File: src/rtl/uart_tx_arb_pkg.sv
// uart_tx_arb_pkg: shared types and defaults for uart_tx_arbiter
//   arb_state_t        : arbiter FSM states
//   DEF_TIMEOUT_CYCLES : default watchdog limit (0.1 s at 50 MHz)
package uart_tx_arb_pkg;
    typedef enum logic [2:0] {IDLE, GRANT, LAUNCH, BUSY, DRAIN} arb_state_t;
    localparam int DEF_TIMEOUT_CYCLES = 5000000;
endpackage

File: src/rtl/uart_tx_arbiter_if.sv
// uart_tx_arbiter_if: source-side and UART-side handshake bundle of uart_tx_arbiter
//   req/byte_valid/byte_last/byte_data : per-source request and byte stream
//   gnt/byte_ack                       : per-source grant and byte accept pulse
//   tx_data/tx_start/tx_active         : UART transmitter handshake
//   master: the arbiter, slave: sources plus UART
interface uart_tx_arbiter_if #(
    parameter int N_REQ = 2
);
    logic [N_REQ-1:0]   req;
    logic [N_REQ-1:0]   byte_valid;
    logic [N_REQ-1:0]   byte_last;
    logic [8*N_REQ-1:0] byte_data;
    logic [N_REQ-1:0]   gnt;
    logic [N_REQ-1:0]   byte_ack;
    logic [7:0]         tx_data;
    logic               tx_start;
    logic               tx_active;

    modport master (
        input  req, byte_valid, byte_last, byte_data, tx_active,
        output gnt, byte_ack, tx_data, tx_start
    );

    modport slave (
        output req, byte_valid, byte_last, byte_data, tx_active,
        input  gnt, byte_ack, tx_data, tx_start
    );
endinterface

File: src/rtl/uart_tx_arbiter_rr_pick.sv
// rr_pick: combinational round-robin picker
//   req : request vector
//   ptr : index with highest priority
//   win : one-hot winner, zero when nothing requests
//   idx : index of the winner
//   any : at least one request pending
module rr_pick #(
    parameter  int N = 2,
    localparam int W = $clog2(N)
) (
    input  logic [N-1:0] req,
    input  logic [W-1:0] ptr,
    output logic [N-1:0] win,
    output logic [W-1:0] idx,
    output logic         any
);
    logic [W-1:0] j;

    // scan from the farthest offset back toward ptr so the nearest request wins
    always_comb begin
        win = '0;
        idx = '0;
        j   = '0;
        for (int k = N - 1; k >= 0; k--) begin
            j = W'((int'(ptr) + k) % N);
            if (req[j]) begin
                win = N'(1) << j;
                idx = j;
            end
        end
    end

    assign any = |req;
endmodule

File: src/rtl/uart_tx_arbiter.sv
// uart_tx_arbiter: round-robin, packet-atomic sharing of one UART transmitter
//   clk_50mhz   : the only clock
//   reset       : synchronous, active-high
//   bus         : master side of uart_tx_arbiter_if (sources in, grants/acks out, UART handshake)
//   busy        : FSM outside IDLE
//   timeout_evt : one-cycle pulse when the watchdog forces a release
//   UART_TX_ARB_TIMEOUT_EN enables the watchdog and its TIMEOUT_CYCLES parameter.
module uart_tx_arbiter
    import uart_tx_arb_pkg::*;
#(
    parameter int N_REQ = 2
`ifdef UART_TX_ARB_TIMEOUT_EN
    , parameter int TIMEOUT_CYCLES = DEF_TIMEOUT_CYCLES
`endif
) (
    input  logic               clk_50mhz,
    input  logic               reset,
    uart_tx_arbiter_if.master  bus,
    output logic               busy,
    output logic               timeout_evt
);
    localparam int W = $clog2(N_REQ);

    arb_state_t       state_q, state_d;
    logic [W-1:0]     ptr_q, ptr_d;
    logic [W-1:0]     own_q, own_d;
    logic [N_REQ-1:0] gnt_q, gnt_d;
    logic [N_REQ-1:0] ack_q, ack_d;
    logic [7:0]       tx_data_q, tx_data_d;
    logic             tx_start_q, tx_start_d;
    logic             last_q, last_d;
    logic [N_REQ-1:0] win;
    logic [W-1:0]     win_idx;
    logic             any_req;

`ifdef UART_TX_ARB_TIMEOUT_EN
    localparam int CW = $clog2(TIMEOUT_CYCLES + 1);
    logic [CW-1:0] cnt_q, cnt_d;
    logic          tevt_q, tevt_d;
`endif

    rr_pick #(.N(N_REQ)) u_pick (
        .req (bus.req),
        .ptr (ptr_q),
        .win (win),
        .idx (win_idx),
        .any (any_req)
    );

    always_comb begin
        state_d    = state_q;
        ptr_d      = ptr_q;
        own_d      = own_q;
        gnt_d      = gnt_q;
        ack_d      = '0;
        tx_data_d  = tx_data_q;
        tx_start_d = 1'b0;
        last_d     = last_q;
        case (state_q)
            IDLE: if (any_req) begin
                state_d = GRANT;
                gnt_d   = win;
                own_d   = win_idx;
                ptr_d   = (win_idx == W'(N_REQ - 1)) ? '0 : win_idx + 1'b1;
            end
            GRANT: if (!bus.req[own_q]) begin
                state_d = IDLE;
                gnt_d   = '0;
            end else if (bus.byte_valid[own_q]) begin
                state_d   = LAUNCH;
                ack_d     = gnt_q;
                tx_data_d = bus.byte_data[8*own_q +: 8];
                last_d    = bus.byte_last[own_q];
            end
            LAUNCH: begin
                state_d    = BUSY;
                tx_start_d = 1'b1;
            end
            BUSY: if (bus.tx_active) state_d = DRAIN;
            DRAIN: if (!bus.tx_active) begin
                state_d = last_q ? IDLE : GRANT;
                gnt_d   = last_q ? '0 : gnt_q;
            end
            default: state_d = IDLE;
        endcase
`ifdef UART_TX_ARB_TIMEOUT_EN
        tevt_d = 1'b0;
        cnt_d  = '0;
        // the counter restarts on every state change, so it measures time spent in one wait
        if (state_q == GRANT || state_q == BUSY) begin
            if (cnt_q + 1'b1 == CW'(TIMEOUT_CYCLES)) begin
                state_d   = IDLE;
                gnt_d     = '0;
                ack_d     = '0;
                tx_data_d = tx_data_q;
                last_d    = last_q;
                tevt_d    = 1'b1;
            end else if (state_d == state_q) begin
                cnt_d = cnt_q + 1'b1;
            end
        end
`endif
    end

    always_ff @(posedge clk_50mhz) begin
        if (reset) begin
            state_q    <= IDLE;
            ptr_q      <= '0;
            own_q      <= '0;
            gnt_q      <= '0;
            ack_q      <= '0;
            tx_data_q  <= '0;
            tx_start_q <= 1'b0;
            last_q     <= 1'b0;
`ifdef UART_TX_ARB_TIMEOUT_EN
            cnt_q      <= '0;
            tevt_q     <= 1'b0;
`endif
        end else begin
            state_q    <= state_d;
            ptr_q      <= ptr_d;
            own_q      <= own_d;
            gnt_q      <= gnt_d;
            ack_q      <= ack_d;
            tx_data_q  <= tx_data_d;
            tx_start_q <= tx_start_d;
            last_q     <= last_d;
`ifdef UART_TX_ARB_TIMEOUT_EN
            cnt_q      <= cnt_d;
            tevt_q     <= tevt_d;
`endif
        end
    end

    assign bus.gnt      = gnt_q;
    assign bus.byte_ack = ack_q;
    assign bus.tx_data  = tx_data_q;
    assign bus.tx_start = tx_start_q;
    assign busy         = (state_q != IDLE);
`ifdef UART_TX_ARB_TIMEOUT_EN
    assign timeout_evt  = tevt_q;
`else
    assign timeout_evt  = 1'b0;
`endif
endmodule

File: src/flat_wrapper.sv
// flat-port wrapper written by rule: the top's interface ports become plain ports
module uart_tx_arbiter_flat import uart_tx_arb_pkg::*;
#(
    parameter int N_REQ = 2

)
  (clk_50mhz, reset, busy, timeout_evt, bus_req, bus_byte_valid, bus_byte_last, bus_byte_data, bus_tx_active, bus_gnt, bus_byte_ack, bus_tx_data, bus_tx_start);
  uart_tx_arbiter_if #(.N_REQ(N_REQ)) bus_i ();
  input  logic clk_50mhz;
  input  logic reset;
  output logic busy;
  output logic timeout_evt;
  input wire logic [$bits(bus_i.req)-1:0] bus_req;
  input wire logic [$bits(bus_i.byte_valid)-1:0] bus_byte_valid;
  input wire logic [$bits(bus_i.byte_last)-1:0] bus_byte_last;
  input wire logic [$bits(bus_i.byte_data)-1:0] bus_byte_data;
  input wire logic [$bits(bus_i.tx_active)-1:0] bus_tx_active;
  output wire logic [$bits(bus_i.gnt)-1:0] bus_gnt;
  output wire logic [$bits(bus_i.byte_ack)-1:0] bus_byte_ack;
  output wire logic [$bits(bus_i.tx_data)-1:0] bus_tx_data;
  output wire logic [$bits(bus_i.tx_start)-1:0] bus_tx_start;
  assign bus_i.req = bus_req;
  assign bus_i.byte_valid = bus_byte_valid;
  assign bus_i.byte_last = bus_byte_last;
  assign bus_i.byte_data = bus_byte_data;
  assign bus_i.tx_active = bus_tx_active;
  assign bus_gnt = bus_i.gnt;
  assign bus_byte_ack = bus_i.byte_ack;
  assign bus_tx_data = bus_i.tx_data;
  assign bus_tx_start = bus_i.tx_start;
  uart_tx_arbiter #(.N_REQ(N_REQ)) u_core (.clk_50mhz(clk_50mhz), .reset(reset), .bus(bus_i), .busy(busy), .timeout_evt(timeout_evt));
endmodule
File: config.mk
export PLATFORM = sky130hd
export DESIGN_NAME = uart_tx_arbiter_flat
export DESIGN_NICKNAME = d
export VERILOG_FILES = /design/src/rtl/uart_tx_arb_pkg.sv /design/src/rtl/uart_tx_arbiter_if.sv /design/src/rtl/uart_tx_arbiter_rr_pick.sv /design/src/rtl/uart_tx_arbiter.sv /design/src/flat_wrapper.sv
export SDC_FILE = /design/constraint.sdc
export NUM_CORES = 1
export LEC_CHECK = 0
export ABC_AREA = 1
export BUFFER_PORTS_ARGS = -buffer_cell sky130_fd_sc_hd__buf_2
export CORE_UTILIZATION = 47
export DETAILED_ROUTE_END_ITERATION = 12
export GPL_TIMING_DRIVEN = 0
export PLACE_DENSITY = 0.82
export SLEW_MARGIN = 10
export SYNTH_ARGS = -nofsm -noshare
export SYNTH_HDL_FRONTEND = slang
export SYNTH_SLANG_ARGS = --single-unit
File: constraint.sdc
create_clock -name clk_50mhz -period 1.52 [get_ports clk_50mhz]
set_input_delay 0.304 -clock clk_50mhz [delete_from_list [all_inputs] [get_ports clk_50mhz]]
set_output_delay 0.304 -clock clk_50mhz [all_outputs]
set_load 0.05 [all_outputs]
Word-level counts from Yosys, hierarchy flattened
Index checks and enable logic that the tools add are counted.

Input bits: 25. Bits in latches: 0. Bits in read-only memories: 0. Word-level logic and storage cells: 66. Register bits: 19. Output and inout port bits: 15. Memory bits (writable): 0. Memories kept: 0.

Div/mod/pow operators: 0. Order comparisons: 3. Bitwise operators: 3. Multipliers: 0. Muxes and demuxes: 28. Add/subtract/negate cells: 2. Shifts and indexed selects: 3. Equal/unequal tests: 10. Reduce and logical (&&, ||, !) cells: 9.

Operator list (number): $shiftx A16 B5 Y8 (1); $mux W1 (15); $mux W3 (5); $pmux W3 S5 (1); $mux W2 (6); $eq A3 B2 Y1 const B (2); $lt A1 B2 Y1 const B (3); $ne A2 B2 Y1 const B (3); $pmux W2 S3 (1); $reduce_bool A3 Y1 (2); $reduce_and A5 Y1 (1); $ne A2 B1 Y1 const B (2); $reduce_and A4 Y1 (1); $reduce_or A4 Y1 (1); $shl A1 B1 Y2 const A (2); $eq A3 B1 Y1 const B (1); $eq A3 B3 Y1 const B (1); $logic_not A3 Y1 (1); $ne A3 B3 Y1 const B (1); $not A1 Y1 (3); $reduce_and A3 Y1 (1); $add A1 B1 Y1 const B (2); $reduce_and A2 Y1 (1); $reduce_or A2 Y1 (1).

Logic depth before layout (Yosys ltp)
Gate-level depths: netlist (run 1).

Depth in word-level cells: 7. Mapped depth: 10. Depth with buffers taken out: 9.

By module
A second synthesis (run 1) with hierarchy kept.

Cell total of the unflattened synthesis: 157. Area, all modules: 983.4 sq um.

By module, submodules not included: uart_tx_arbiter (times used 1, sequential area each 380.4 sq um, area each 950.9 sq um, cells an instance 150); rr_pick (times used 1, sequential area each 0.0 sq um, area each 32.5 sq um, cells an instance 7).

Least setup slack after synthesis (run 1)
No wires, ideal clock.

Path kind: reg2reg. From: reg u_core.state_q[0]. To: reg u_core.ptr_q. Path buffers: 1. Setup time: 86 ps. Cell stages (with the launch flop): 6. Data arrival time: 1420 ps. Setup slack: 15 ps. Required time: 1434 ps. Clock period less this slack: 1505 ps. Cell sequence: dfxtp_1 > buf_6 > nor2_2 > nand2_1 > or2_1 > a211oi_1.

Cells in the longest elaborated chain, start to end: 2.

Ends and longest elaborated chain: start, declared (line uart_tx_arbiter.sv:24) `arb_state_t state_q, state_d;`; start signal, assigned (line uart_tx_arbiter.sv:120) `state_q <= state_d;`; $logic_not A3 Y1 (line uart_tx_arbiter.sv:59) `case (state_q)`; $reduce_and A2 Y1 (no source line); end signal, assigned (line uart_tx_arbiter.sv:121) `ptr_q <= ptr_d;`; end, declared (line uart_tx_arbiter.sv:25) `logic [W-1:0] ptr_q, ptr_d;`.

Every way passes these cells. A chain may end at the register's enable or synchronous reset.

Final worst setup path (run 1)
From: reg u_core.state_q[0]. To: out busy.

Cells in the longest elaborated chain, start to end: 1.

Ends and longest elaborated chain: $reduce_bool A3 Y1 (line uart_tx_arbiter.sv:139) `assign busy = (state_q != IDLE);`; end, declared (line flat_wrapper.sv:11) `output logic busy;`.

Every way passes these cells.

==> results.md, run 1 <==
- Hold_ws: 0.284 ns
- Routability cong.: 0.875
- CP Class: reg -> out
- #FFs+latches synth: 19
- Synth-to-Final Area Change: 28.4%
- Clk_lat worst skew: 0.30 ns
- Arrival @ worst endpoint: 1.13 ns
- Die height: 48.7 µm
- CTS root buf: clkbuf_4
- Post-synth cell types: 23
- CP Data Required Time: 1.22 ns
- Fin util: 65.8%
- Kind of end point of the critical path: output port
- Fin cells: 232
- Fmax: 697 MHz
- Final setup TNS: 0 ns
- Sequential area share after synthesis: 37.1%
- Worst-path clk slew: 0.11 ns
- Max cap viols: 0
- Tot GR Track Use: 23.1%
- Fin nets: 231
- Die area: 2370 µm²
- Worst-path fanout max: 9
- Leakage power: 0.742 nW
- DRC: 0
- Avg WL per Cell: 10.7 µm
- Slew Limit Fails: 0
- Congestion Overflow GR: 0
- Diode count: 0
- First-pass GRT wire length: 4310 µm
- H-tree levels: 1
- HP Start: reset
- Router iterations before antenna repair: 4
- Critical Path Source: u_core.state_q[0]$_SDFFE_PP0P_
- Vias in the first global route: 1066
- Final Skew: 0.00133 ns
- Total power draw: 2.35 mW
- I/O pins: 40
- Antenna Nets Post-Route: 0
- # setup viols final: 0
- Total routed wirelength: 2480 µm
- Hold Fails Final Rpt: 0
- Syn Area/Cell: 6.41 µm²
- Largest net degree at the start of global routing: 11
- Pwr dens: 1780 nW/µm²
- Ys Warns: 0
- Initial drt markers: 27
- Starting Density: 51.2%
- HP Class: in -> reg
- Worst vdd ir: 1.09 mV
- CTS Buf Count: 3
- Post-DP Area: 1250 µm²
- Crit path launch type: flip-flop
- Final worst-path cycle share: 94.3%
- Die width: 48.7 µm
- Initial antenna violation count: 0
- Synthesized area: 1030 µm²
- Syn Inst Count: 160
- Number of cell rows: 16
- Status: finished, final reports clean
- Final Cell Area: 1320 µm²
- DR vias: 1125
- Clock tree buffer depth: 2
- Placed insts: 225
- Syn Nets: 185
- CTS Sinks: 19
- Worst reg2reg path startpoint: u_core.state_q[2]$_SDFFE_PP0P_
- Via density: 4.85
- CTS tree: done
- Final worst slack: 0.0862 ns
- Layout cells sized above 1: 29.8%
- Detailed Place HPWL: 1900 µm
- Tmin final: 1.43 ns
- Core Area: 2000 µm²
- Setup slack at placement: 0.0582 ns
- Number of port buffers: 38
what timing repair did:
action,4_1_cts,5_1_grt
setup endpoints to repair,1,13
hold buffers,0,0
pin swaps,0,2
resized for setup,3,5
setup buffers,0,3
cell usage in the layout (no fill, tap or decap), drive strengths merged, types with 3 or more instances in the layout:
| cell type | n |
|---|---|
| buf | 45 |
| a21oi | 3 |
| o21ai | 15 |
| clkbuf | 6 |
| inv | 17 |
| dfxtp | 19 |
| nor3 | 3 |
| nand2 | 46 |
| nand3 | 9 |
| nor2 | 36 |
worst paths after layout:
check                                                     endpoint  slack [ns]  cells after the start
worst max register to register  u_core.bus.tx_data[7]$_SDFFE_PP0P_        0.13                     10
worst min-delay path                     u_core.own_q$_SDFFE_PP0P_        0.28                      2
worst max-delay path                                          busy        0.09                      4
worst min register to register   u_core.bus.byte_ack[0]$_SDFF_PP0_        0.48                      2
flip-flops by register name, summed over array words and instances (netlist names):
signal,cells
u_core.bus.byte_ack,2
u_core.bus.gnt,2
u_core.bus.tx_data,8
u_core.bus.tx_start,1
u_core.last_q,1
u_core.own_q,1
u_core.ptr_q,1
u_core.state_q,3
synthesized netlist by cell type, drive strengths merged:
cell / instances / area, µm²
nand2: 46 / 178
nand3: 9 / 45.0
nand3b: 1 / 7.51
buf: 4 / 41.3
nor2: 36 / 153
o21ai: 15 / 75.1
inv: 17 / 68.8
clkbuf: 2 / 7.51
nor3: 3 / 25.0
nor4: 1 / 6.26
nand4: 1 / 6.26
dfxtp: 19 / 380
a21oi: 3 / 15.0
or2: 1 / 6.26
conb: 1 / 3.75
a211oi: 1 / 7.51
area by class of cell:
class                           instances  area (µm²)
Buffer                                  6        48.8
Clock buffer                            4        26.3
Fill cell                             193         684
Inverter                               17        71.3
Multi-Input combinational cell        118         536
Sequential cell                        19         383
Tap cell                               27        33.8
Timing Repair Buffer                   41         219
kinds of logic after synthesis:
kind of cell | share of synthesized area, %
flops | 37.1
other cells | 0.366
simple gates | 41.6
buf+inv | 11.5
compound gates | 9.51
layer usage:
layer | vias to the layer above | part of all wire, % | GRT usage (%) | wire (µm)
met5 | - | 0 | 0 | 0
met1 | 504 | 45 | 26.1 | 1130
met4 | 0 | 1.7 | 10.3 | 42
met3 | 5 | 4.4 | 4.40 | 109
met2 | 31 | 48 | 41.7 | 1200
li1 | 585 | - | - | -
power breakdown:
group	total, mW	internal (mW)	switching [mW]	leakage, nW
combinational	1.37	0.446	0.928	0.571
sequential	0.713	0.628	0.0848	0.156
clock	0.259	0.102	0.157	0.0150
total	2.35	1.18	1.17	0.742
critical path, stage by stage (launching register included):
cell and delay (ns):
dfxtp_1 0.32, buf_6 0.13, nor2_4 0.13, nand2_2 0.09
buf_6 0.16
Power figures use the tool's default switching activity.
==> run 2: changes to the inputs <==
Settings changed: SETUP_SLACK_MARGIN from default to 0.5.
==> run 2 against run 1 <==
Clock power barely moved. Highest routed layer unchanged. Wire length is 67% higher. Power rose by 41%. Combinational power increased by 66%. Register-to-register slack lost 0.05 ns. Largest power group unchanged. Maximum frequency fell by 0.44%.
==> results.md, run 2 (same netlist as run 1, synthesis figures left out) <==
- Starting Density: 51.2%
- Synth-to-Final Area Change: 72.1%
- Initial antenna violation count: 0
- Net Sw Power: 1.64 mW
- Slew Limit Fails: 0
- Fmax: 694 MHz
- H-tree levels: 1
- Final Skew: 0.00164 ns
- Final setup TNS: 0 ns
- Tmin final: 1.44 ns
- Number of flip-flops under the largest register name: 8
- Vias in the first global route: 1168
- Detailed Place HPWL: 1810 µm
- CTS tree: done
- Gate power share: 68.8%
- Die area: 2370 µm²
- CTS Buf Count: 3
- Sequential cell fraction of total power: 23.4%
- Max cap viols: 0
- Sequential Area: 404 µm²
- Final worst-path cycle share: 94.8%
- CP Class: reg -> reg
- DRC: 0
- RSZ-0062 raised after global routing: true
- Rel. slew slack: 65.7%
- Slew @ Worst Pin: 0.510 ns
- Worst-path fanout max: 5
- Core Area: 2000 µm²
- Worst-path clk slew: 0.11 ns
- Fin util: 88.2%
- Worst vdd ir: 1.21 mV
- Pwr dens: 1870 nW/µm²
- Fin nets: 245
- DR vias: 1392
- Congestion Overflow GR: 0
- Tot GR Track Use: 28.1%
- Number of port buffers: 38
- Int Pwr: 1.66 mW
- First-pass GRT wire length: 5160 µm
- Router iterations before antenna repair: 6
- Diode count: 0
- Status: finished, final reports clean
- Total routed wirelength: 4150 µm
- R2r worst-path depth: 10
- HP Class: in -> reg
- CP Data Required Time: 1.71 ns
- I/O pins: 40
- Most common cell after layout, fill and taps aside: nand2_1
- Number of cell rows: 16
- Die width: 48.7 µm
- Most frequent cells in the layout: nand2_1, buf_2, nor2_1
- CTS root buf: clkbuf_4
- Kind of end point of the critical path: flip-flop
- Clk_lat worst skew: 0.29 ns
- Antenna Nets Post-Route: 0
- Worst path max stage delay: 0.35 ns
- CTS Sinks: 19
- Crit path launch type: flip-flop
- Hold Fails Final Rpt: 0
- Via density: 5.66
- Routability cong.: 0.867
- Die height: 48.7 µm
- Arrival @ worst endpoint: 1.63 ns
- Crit path cell chain: buf_6 -> inv_8 -> nand2_4 -> nor2_4 -> nand2_2 -> nor2_4 -> inv_2 -> buf_6 -> nor2_4 -> nor2_2
- Clock tree buffer depth: 2
- Worst Hold Depth: 2
- Avg WL per Cell: 16.9 µm
- Leakage power: 0.876 nW
- # setup viols final: 0
- Crit path top cell by count: nor2_4
- Initial drt markers: 66
- Sw Ratio: 49.7%
- Area of the multi-input gates: 723 µm²
- Slowest-stage cell, CP: dfxtp_2
- Layout cells sized above 1: 57.1%
- Largest net degree at the start of global routing: 11
- Clock network power share: 7.8%
- # fillers: 95
run 2: changes by cell type in the layout (fill, tap and decap cells not counted), sizes merged:
cell,before,now
buf,45,59
run 2: through the flow:
| step | setup WS [ns] | area (µm²) | hold slack (ns) | total power, mW | cells |
|---|---|---|---|---|---|
| floorplan | 0.266 | 1050 | 0.373 | 1.79 | 160 |
| global placement | 0.125 | 1270 | 0.448 | 2.02 | 225 |
| detailed placement | 0.0892 | 1270 | 0.457 | 2.07 | 225 |
| CTS | 0.138 | 1600 | 0.278 | 2.82 | 243 |
| global route | 0.0203 | 1770 | 0.328 | 3.44 | 246 |
| finish | 0.0798 | 1770 | 0.337 | 3.30 | 246 |
run 2: final timing paths:
path,startpoint,to,slack [ns]
max reg2reg,u_core.state_q[2]$_SDFFE_PP0P_,u_core.last_q$_SDFFE_PP0P_,0.08
min reg2reg,u_core.ptr_q$_SDFFE_PP0P_,u_core.ptr_q$_SDFFE_PP0P_,0.49
max,u_core.state_q[2]$_SDFFE_PP0P_,u_core.last_q$_SDFFE_PP0P_,0.08
min,reset,u_core.own_q$_SDFFE_PP0P_,0.34
run 2: repair_timing:
action | CTS | global route
pin swaps | 8 | 17
hold buffers | 0 | 0
resized for setup | 71 | 40
endpoints found under the setup margin | 32 | 33
cloned | 1 | 0
buffers inserted | 13 | 3
run 2: power groups by stage:
stage                     Sequential, mW  Combinational (mW)  Clock, mW
after floorplan                    0.937               0.855          0
after global placement             0.709                1.31          0
after detailed placement           0.712                1.35          0
after CTS                          0.744                1.82      0.257
final                              0.771                2.27      0.258
after global routing               0.780                2.37      0.287
run 2: critical path: cells and delay by family, from the launching register on:
| family | cells | cell delay, ns |
|---|---|---|
| buffers and inverters | 4 | 0.42 |
| DFF | 1 | 0.35 |
| and+or+nand+nor | 6 | 0.55 |
run 2: area by class of cell:
cell class | instances | area share [%]
buffer | 6 | 2.76
clock buffer | 4 | 1.49
inverter | 17 | 4.04
multi-input combinational | 118 | 41.0
sequential | 19 | 22.9
tap | 27 | 1.91
timing repair buffer | 55 | 25.9
run 2: metal layers:
layer / vias to the layer above / share of wire [%] / routed length (µm) / GRT usage [%]
li1: 618 / - / - / -
met1: 627 / 34 / 1390 / 32.4
met5: - / 0 / 0 / 0
met2: 107 / 49 / 2030 / 50.5
met4: 0 / 8.8 / 366 / 12.7
met3: 40 / 8.6 / 356 / 4.40
==> run 3: changes to the inputs <==
Settings changed: ABC_AREA 1 to default, CORE_UTILIZATION 47 to 46.
==> run 3 against run 2 <==
Wire length decreased by 21%. Largest power group is now registers. Clock power increased by 7%. Design area decreased by 8.7%.
==> results.md, run 3 <==
- CTS tree: done
- RSZ-0062 raised after global routing: true
- Starting Density: 48.5%
- Synth area leader: dfxtp_1
- Crit path launch type: flip-flop
- Crit path cell chain: mux2i_4 -> nor4_4 -> nor4_4 -> mux2i_1
- Critical Path Source: u_core.own_q$_SDFFE_PP0P_
- Yosys top cell area share: 39.9%
- Status: finished, final reports clean
- Post-DP Area: 1210 µm²
- Worst vdd ir: 0.703 mV
- Kind of end point of the critical path: flip-flop
- HP Start: bus_tx_active
- Post-synth EDFFs: 0
- Number of cell rows: 16
- Via density: 5.59
- Final setup TNS: 0 ns
- Ys Warns: 0
- Crit path top cell by count: nor4_4
- Die width: 47.5 µm
- Antenna Nets Post-Route: 0
- DR vias: 1006
- CTS Buf Count: 3
- DRC: 0
- Initial antenna violation count: 0
- Register-to-register setup slack: 0.01 ns
- Max cap viols: 0
- Number of flip-flops under the largest register name: 8
- Top cells by area, synth: dfxtp_1, mux2i_1, a211oi_2
- Fmax: 664 MHz
- Leakage power: 0.681 nW
- Top-count cell post-synth: dfxtp_1
- Detailed Place HPWL: 1630 µm
- Hold_ws: 0.261 ns
- Largest net degree at the start of global routing: 12
- Avg WL per Cell: 18.1 µm
- I/O pins: 40
- Router iterations before antenna repair: 4
- Syn Nets: 123
- Total routed wirelength: 3270 µm
- Routability cong.: 0.773
- Total power draw: 1.33 mW
- Synthesized area: 952 µm²
- Congestion Overflow GR: 0
- #FFs+latches synth: 19
- Final Cell Area: 1610 µm²
- Die area: 2260 µm²
- CTS Hold Buffers Added: 0
- Pwr dens: 827 nW/µm²
- Sequential area share after synthesis: 39.9%
- Diode count: 0
- First-pass GRT wire length: 4710 µm
- Number of port buffers: 37
- Tmin final: 1.51 ns
- Worst reg2reg path startpoint: u_core.own_q$_SDFFE_PP0P_
- CP Class: reg -> reg
- Final worst slack: 0.0147 ns
- Final worst-path cycle share: 99.0%
- Tot GR Track Use: 31.4%
- Worst-path fanout max: 3
- Final Skew: 0.00134 ns
- # setup viols final: 0
- Clk_lat worst skew: 0.31 ns
- HP Class: in -> reg
- Commonest cells post-synth: dfxtp_1, nor2_1, mux2i_1
- Most common cell after layout, fill and taps aside: buf_2
- Post-synth cell types: 32
- Vias in the first global route: 1004
- Top FF cell, synth: dfxtp_1
- Layout cells sized above 1: 68.6%
- Slew Limit Fails: 0
- Worst-path clk slew: 0.12 ns
- Fraction of registers with async set/reset: 0%
- Arrival @ worst endpoint: 1.74 ns
- H-tree levels: 1
- Hold Fails Final Rpt: 0
- Most frequent cells in the layout: buf_2, dfxtp_2, buf_8, buf_4, mux2i_1
- CTS root buf: clkbuf_4
- Synth-to-Final Area Change: 69.3%
- Syn Area/Cell: 9.72 µm²
- Initial drt markers: 20
- Clock tree buffer depth: 2
- CP Data Required Time: 1.75 ns
- CTS Sinks: 19
- Worst path max stage delay: 0.40 ns
- Crit-path leading delay family: multiplexers
- Fin nets: 179
- Syn Inst Count: 98
- Core Area: 1960 µm²
- CP Buf/Inv Count: 0
- Die height: 47.5 µm
- Setup slack at placement: 0.0264 ns
- Slowest-stage cell, CP: dfxtp_4
==> run 3: cell types whose count changed in the layout (fill, tap and decap cells not counted), sizes merged, moves of 2 or more <==
cell	previous run	this run
nand2	46	5
nor2	36	14
inv	17	3
o21ai	15	2
mux2i	0	12
a211oi	1	10
nand3	9	1
buf	59	57
nand2b	0	2
==> run 3: cell type report <==
cell class | count | area [µm²]
clock buffer | 3 | 22.5
clock inverter | 1 | 5.00
tap | 27 | 33.8
buffer | 9 | 83.8
timing repair buffer | 51 | 455
inverter | 3 | 11.3
multi-input combinational | 67 | 597
fill | 117 | 350
sequential | 19 | 403
==> run 3: worst register-to-register path, cell delays in order, from the launching register on <==
cell	delay (ns)
dfxtp_4	0.40
mux2i_4	0.30
nor4_4	0.08
nor4_4	0.37
mux2i_1	0.27
==> run 3: timing repair <==
| action | CTS | global route |
|---|---|---|
| gates resized for setup | 66 | 9 |
| endpoints found under the setup margin | 32 | 33 |
| setup buffers | 10 | 2 |
| cloned | 2 | 0 |
| pin swaps | 6 | 2 |
==> run 3: per-layer routing <==
layer | GRT usage, % | vias up | wire [µm] | part of all wire [%]
met5 | 0 | - | 0 | 0
met4 | 14.3 | 0 | 69 | 2.1
met3 | 6.42 | 10 | 178 | 5.5
met2 | 55.9 | 55 | 1740 | 53
met1 | 36.0 | 486 | 1270 | 39
li1 | - | 455 | - | -
==> run 3: cells by family after synthesis <==
family,after synthesis,synth area share [%]
AO/OA/AOI/OAI,21,20.5
XOR/XNOR,1,0.920
buffers and inverters,12,6.96
flip-flops,19,39.9
multiplexers,12,12.6
other,1,0.394
AND/OR/NAND/NOR,32,18.7
==> run 3: per-stage QoR <==
stage               utilization [%]  instances
floorplan                         -         98
global placement               61.7        162
finish                         82.1        180
CTS                            79.0        178
detailed placement             61.7        162
global route                   82.1        180
==> run 3: where the power goes <==
| part | switching, mW | leakage (nW) | internal, mW |
|---|---|---|---|
| combinational | 0.268 | 0.501 | 0.227 |
| clock | 0.177 | 0.0177 | 0.0985 |
| sequential | 0.0288 | 0.162 | 0.534 |
==> run 3: final timing paths <==
kind,end,cells after the start
worst max register to register,u_core.bus.gnt[0]$_SDFFE_PP0P_,4
worst max-delay path,u_core.bus.gnt[0]$_SDFFE_PP0P_,4
worst min-delay path,u_core.state_q[2]$_SDFFE_PP0P_,2
worst min register to register,u_core.ptr_q$_SDFFE_PP0P_,1
